[config.mk]
export PLATFORM = sky130hd
export DESIGN_NAME = i2s_frame_sched
export DESIGN_NICKNAME = d
export VERILOG_FILES = /design/src/rtl/i2s_frame_sched.sv
export SDC_FILE = /design/constraint.sdc
export NUM_CORES = 1
export LEC_CHECK = 0
export ABC_AREA = 1
export ABC_CLOCK_PERIOD_IN_PS = 9800
export BUFFER_PORTS_ARGS = -buffer_cell sky130_fd_sc_hd__buf_2
export CAP_MARGIN = 20
export CORE_MARGIN = 2
export CORE_UTILIZATION = 32
export CTS_CLUSTER_SIZE = 20
export DETAILED_ROUTE_END_ITERATION = 8
export PLACE_DENSITY = 0.5
export SLEW_MARGIN = 0
export SYNTH_ARGS = -nofsm -noshare
export SYNTH_HDL_FRONTEND = slang
export SYNTH_SLANG_ARGS = --single-unit
[constraint.sdc]
create_clock -name MCLKIN -period 9.8 [get_ports MCLKIN]
set_clock_uncertainty 0.05 [all_clocks]
set_input_delay 1.47 -clock MCLKIN [delete_from_list [all_inputs] [get_ports MCLKIN]]
set_output_delay 1.47 -clock MCLKIN [all_outputs]
set_load 0.01 [all_outputs]
[src/rtl/i2s_frame_sched.sv]
// Frame scheduler for the CS4334 I2S path: arbitrates two stereo sources into a
// one-pair staging buffer and commits one pair per LRCLK frame to the transmitter.
module i2s_frame_sched #(
  parameter int unsigned DW      = 16,
  parameter bit          UR_HOLD = 1'b1
) (
  input  logic          MCLKIN,
  input  logic          RST,
  input  logic          LRCLK,
  input  logic          SRC_SEL,
  input  logic          MUTE,
  input  logic          A_VALID,
  input  logic [DW-1:0] A_L,
  input  logic [DW-1:0] A_R,
  input  logic          B_VALID,
  input  logic [DW-1:0] B_L,
  input  logic [DW-1:0] B_R,
  output logic          A_READY,
  output logic          B_READY,
  output logic          L_EN,
  output logic          R_EN,
  output logic [DW-1:0] L_DOUT,
  output logic [DW-1:0] R_DOUT,
  output logic          ACT_SRC,
  output logic          UNDERRUN,
  output logic [15:0]   UR_CNT
);

  typedef enum logic {FILL, FULL} state_t;

  state_t        state, state_nxt;
  logic          lr_q, lr_vld;
  logic          e, rdy, hs;
  logic          armed;
  logic [DW-1:0] buf_l, buf_r, last_l, last_r;
  logic [DW-1:0] com_l, com_r;
  logic [15:0]   ur_cnt;

  assign UR_CNT = ur_cnt;

  // lr_vld masks the first cycle after reset so only a genuine LRCLK rise commits.
  always_comb begin
    e         = lr_vld && !lr_q && LRCLK;
    rdy       = (state == FILL) && !e && !RST;
    hs        = rdy && (ACT_SRC ? B_VALID : A_VALID);
    A_READY   = rdy && !ACT_SRC;
    B_READY   = rdy && ACT_SRC;
    state_nxt = state;
    if (e)
      state_nxt = FILL;
    else if (hs)
      state_nxt = FULL;
    com_l = '0;
    com_r = '0;
    if (MUTE) begin
      com_l = '0;
      com_r = '0;
    end else if (state == FULL) begin
      com_l = buf_l;
      com_r = buf_r;
    end else if (armed && UR_HOLD) begin
      com_l = last_l;
      com_r = last_r;
    end
  end

  always_ff @(posedge MCLKIN or posedge RST) begin
    if (RST)
      state <= FILL;
    else
      state <= state_nxt;
  end

  always_ff @(posedge MCLKIN or posedge RST) begin
    if (RST) begin
      lr_q     <= 1'b0;
      lr_vld   <= 1'b0;
      L_EN     <= 1'b0;
      R_EN     <= 1'b0;
      UNDERRUN <= 1'b0;
      L_DOUT   <= '0;
      R_DOUT   <= '0;
      buf_l    <= '0;
      buf_r    <= '0;
      last_l   <= '0;
      last_r   <= '0;
      armed    <= 1'b0;
      ACT_SRC  <= 1'b0;
      ur_cnt   <= '0;
    end else begin
      lr_q     <= LRCLK;
      lr_vld   <= 1'b1;
      L_EN     <= e;
      R_EN     <= e;
      UNDERRUN <= e && (state == FILL) && armed;
      if (hs) begin
        buf_l <= ACT_SRC ? B_L : A_L;
        buf_r <= ACT_SRC ? B_R : A_R;
        armed <= 1'b1;
      end
      if (e) begin
        L_DOUT  <= com_l;
        R_DOUT  <= com_r;
        ACT_SRC <= SRC_SEL;
        if (state == FULL) begin
          last_l <= buf_l;
          last_r <= buf_r;
        end else if (armed && (ur_cnt != '1)) begin
          ur_cnt <= ur_cnt + 16'd1;
        end
      end
    end
  end

endmodule

Word level (Yosys, flattened, before mapping)

Cells that the tools add are included.

Flip-flop bits (word level): 119
Bits in latches: 0
Memory bits (writable): 0
Memory bits (read-only): 0
Input bits: 71
Output and inout bits: 54
Word-level logic and storage cells: 45
Memories: 0

Add/sub/neg operators: 1
Multipliers: 0
Div/mod/pow operators: 0
Magnitude comparators: 0
Eq/ne operators: 1
Shift-type cells: 0
Muxes and demuxes: 11
Bitwise logic cells: 1
Reductions and logical operators: 17

Operators by type and width:

| kind                  | count |
|---|---|
| $mux 16               | 8 |
| $add 16x1->16 const B | 1 |
| $ne 16x16->1 const B  | 1 |
| $logic_and 1x1->1     | 10 |
| $logic_not 1->1       | 4 |
| $mux 1                | 3 |
| $reduce_and 3->1      | 1 |
| $reduce_and 2->1      | 1 |
| $reduce_bool 2->1     | 1 |
| $not 1->1             | 1 |

Depth between registers and ports, before layout

Word-level depth: 9
Mapped depth: 9
Mapped depth without buffers: 8

Least setup slack after synthesis

OpenSTA, ideal clock, no wires.

Path type: input to output
Start: in RST
End: out A_READY
Data arrival time: 4.458 ns
Required time: 8.280 ns
Setup slack: 3.822 ns
Stages on the path: 3
Buffers on the path: 0
Cell sequence: inv_1 -> nand2_1 -> nor2_1

Longest elaborated chain between the ends: 3

Ends and longest elaborated chain:

| element                   | RTL line | RTL |
|---|---|---|
| start: declaration        | 8        | `input logic RST,` |
| $logic_not 1->1 (no line) | --       |  |
| $logic_and 1x1->1         | 44       | `rdy = (state == FILL) && !e && !RST;` |
| $logic_and 1x1->1         | 46       | `A_READY = rdy && !ACT_SRC;` |
| end: declaration          | 18       | `output logic A_READY,` |

Every way passes these cells.

Final worst setup path

Start: in LRCLK
End: out A_READY

Longest elaborated chain between the ends: 5

Ends and longest elaborated chain:

| element                         | RTL line | RTL |
|---|---|---|
| start: declaration              | 9        | `input logic LRCLK,` |
| $logic_and 1x1->1               | 43       | `e = lr_vld && !lr_q && LRCLK;` |
| net e                           | 33       | `logic e, rdy, hs;` |
| $logic_not 1->1                 | 44       |  |
| $logic_and 1x1->1 (2 in series) | 44       |  |
| $logic_and 1x1->1               | 46       |  |

The timed path passes the listed nets, and every way through them passes these cells.

==> results.json <==
{
  "status": "finished, final reports clean",
  "period_share_pct": 43.0,
  "worstSetupEndpointType": "output port",
  "reg2reg_to": "buf_l[1]",
  "cp_data_arrival_time_ns": 2.70,
  "crit_slowest_cell": "nand2_2",
  "dieArea_um2": 17800,
  "antenna_found_initial": 0,
  "clock_latency_ns": 0.41,
  "setup-tns-final_ns": 0,
  "chipWidth_um": 134,
  "syn_to_final_growth_pct": 26.8,
  "critPathKind": "input port to output port",
  "hold_depth": 2,
  "wl_per_cell_um": 15.6,
  "ys_warn_count": 0,
  "rrSetupSlack_ns": 7.25,
  "grt_usage_pct": 15.9,
  "num-nets-final": 713,
  "final_max_slew_viol_count": 0,
  "crit_fanout": 34,
  "cts_root_buffer": "clkbuf_16",
  "die_h_um": 134,
  "numCtsBuffers": 17,
  "synth_cell_types": 28,
  "finalWirelength_um": 13600,
  "dr.pass1.iters": 4,
  "setup_viol": 0,
  "netlist_area_um2": 5370,
  "port_buffers": 124,
  "syn_avg_cell_area_um2": 10.2,
  "reg2reg_depth": 6,
  "hold_slack_ns": 0.435,
  "cts_htree_levels": 4,
  "drt.antenna.violating_nets": 0,
  "maxSlewHeadroom_pct": 26.8,
  "timing.fmax_ghz": 0.237,
  "hold_path_class": "flip-flop to flip-flop",
  "vias_per_cell": 4.83,
  "io_pins": 125,
  "cp_cell_sequence": "buf_2, nand2_2, nor2_4, nor2_2, nand2_1, nor2_1, buf_2",
  "synth-seq-cells": 119,
  "cts_setup_buffers": 0,
  "drt-initial-drc-count": 196,
  "yosysSeqAreaShare_pct": 55.5,
  "vias": 4225,
  "min-delay-start": "armed",
  "path_delay_family": "simple AND/OR/NAND/NOR gates",
  "crit_path_frequent_cell": "buf_2",
  "clockBufferDepth": 2,
  "cp.required_ns": 8.28,
  "finalHoldViolCount": 0,
  "core_area_um2": 16500,
  "p_per_area_nw_per_um2": 276,
  "clock_sinks": 119,
  "finalWorstSetupSlack_ns": 5.58,
  "path_clk_slew_ns": 0.05,
  "routabilityCongestion": 0.755,
  "synth.net_count": 599,
  "synth_cells": 527,
  "ir_worst_vdd_mv": 0.127,
  "grt_pass1_vias": 4235,
  "initial_core_util_pct": 32.6,
  "rr_startpoint": "ACT_SRC",
  "grt_overflow": 0,
  "ctsHoldBuffers": 0,
  "num_rows": 47,
  "leakage_nw": 3.32,
  "place_ws_ns": 5.55,
  "drc": 0,
  "tritoncts": "built",
  "cp_num_buf_inv": 2,
  "hold_end": "armed",
  "final_layout_size_suffix_gt1_share_pct": 32.1,
  "worst_pin_slew_ns": 1.10,
  "maxCapViolations": 0,
  "grt_pass1_wl_um": 22100,
  "min_period_ns": 4.22,
  "cts_resized": 0,
  "rsz0062_at_grt": "no",
  "post-route-util_pct": 41.3,
  "hpwl_um": 8650,
  "slowest_delay_ns": 0.48,
  "grt_max_degree": 74,
  "start_kind": "input port",
  "diodes": 0
}
worst max-delay path by stage:
stage | slack, ns | depth (start not counted) | endpoint | from
detailed placement | 5.55 | 7 | A_READY | LRCLK
CTS | 5.55 | 7 | A_READY | LRCLK
finish | 5.58 | 7 | A_READY | LRCLK
global placement | 5.58 | 7 | A_READY | LRCLK
global route | 5.46 | 7 | A_READY | LRCLK
floorplan | 3.82 | 3 | A_READY | RST
registers in the layout, indices dropped and copies added, names as in the netlist, 16 cells and up:
signal	count
L_DOUT	16
last_r	16
buf_l	16
UR_CNT	16
last_l	16
buf_r	16
R_DOUT	16
logic make-up after synthesis:
kind of cell | count (synthesis) | share of synthesized area [%]
buf+inv | 49 | 4.22
fa+ha+maj | 1 | 0.233
other cells | 1 | 0.0699
flops | 119 | 55.5
compound gates | 135 | 14.3
mux | 64 | 12.7
xor+xnor | 7 | 1.14
simple gates | 151 | 11.9
cell usage after synthesis:
master | n | area share (%)
o21ai_1 | 5 | 0.47
o21ai_4 | 1 | 0.30
conb_1 | 1 | 0.070
nand2_1 | 110 | 7.7
nand3_1 | 9 | 0.84
nand4_1 | 6 | 0.70
nand2_2 | 3 | 0.35
dfrtp_1 | 119 | 55
ha_1 | 1 | 0.23
nor2_4 | 2 | 0.42
nor2_1 | 16 | 1.1
inv_4 | 1 | 0.12
nor2_2 | 3 | 0.35
inv_2 | 1 | 0.070
o21ai_0 | 97 | 9.0
nand3_2 | 1 | 0.19
mux2i_1 | 32 | 6.0
clkbuf_2 | 1 | 0.093
buf_4 | 1 | 0.14
xnor2_1 | 7 | 1.1
buf_6 | 2 | 0.42
mux2_2 | 32 | 6.7
inv_1 | 13 | 0.91
clkbuf_1 | 14 | 0.98
clkinv_2 | 1 | 0.093
buf_2 | 15 | 1.4
a22oi_1 | 32 | 4.5
nand2_4 | 1 | 0.21
power by group:
group / total [mW] / switching (mW) / internal (mW)
registers: 0.795 / 0.129 / 0.666
clock network: 0.666 / 0.222 / 0.445
logic: 0.418 / 0.217 / 0.201
total: 1.88 / 0.568 / 1.31
layer usage:
layer	up-vias	global-route usage (%)	wire (um)
met3	12	4.15	588
met5	-	0	0
li1	2059	-	-
met2	108	26.5	6660
met4	0	4.49	130
met1	2046	20.6	6240
layout make-up:
cell class	count	area, um^2
fillers	1679	9660
well taps	220	275
repair buffers	128	671
multi-input cells	359	2170
clock buffers	20	467
clock inverters	12	173
flip-flops and latches	119	2980
inverters	16	66.3
cells in the final DEF, fill, tap and decap left out, drive strengths merged:
cell type  netlist  routed
a22oi           32      32
nor2            21      21
nand2          114     114
o21ai          103     103
mux2i           32      32
nand4            6       6
dfrtp          119     119
inv             15      16
xnor2            7       7
buf             18     128
mux2            32      32
ha               1       1
clkinv           1       6
clkinvlp         0       2
nand3           10      10
bufinv           0       4
clkbuf          15      20
conb             1       1
through the flow:
stage / power, mW / instance area, um^2 / cells
floorplan: 1.06 / 5370 / 527
global placement: 1.21 / 6140 / 841
detailed placement: 1.23 / 6140 / 841
CTS: 1.90 / 6780 / 873
global route: 1.99 / 6810 / 874
finish: 1.88 / 6810 / 874
worst register-to-register path, cell delays in order (launching register included):
cell	delay, ns
dfrtp_2	1.04
inv_1	0.21
nand2_1	0.11
nand2_1	0.06
nand3_2	0.33
buf_4	0.45
o21ai_0	0.16
No activity file was read; power rests on OpenSTA's default activity.
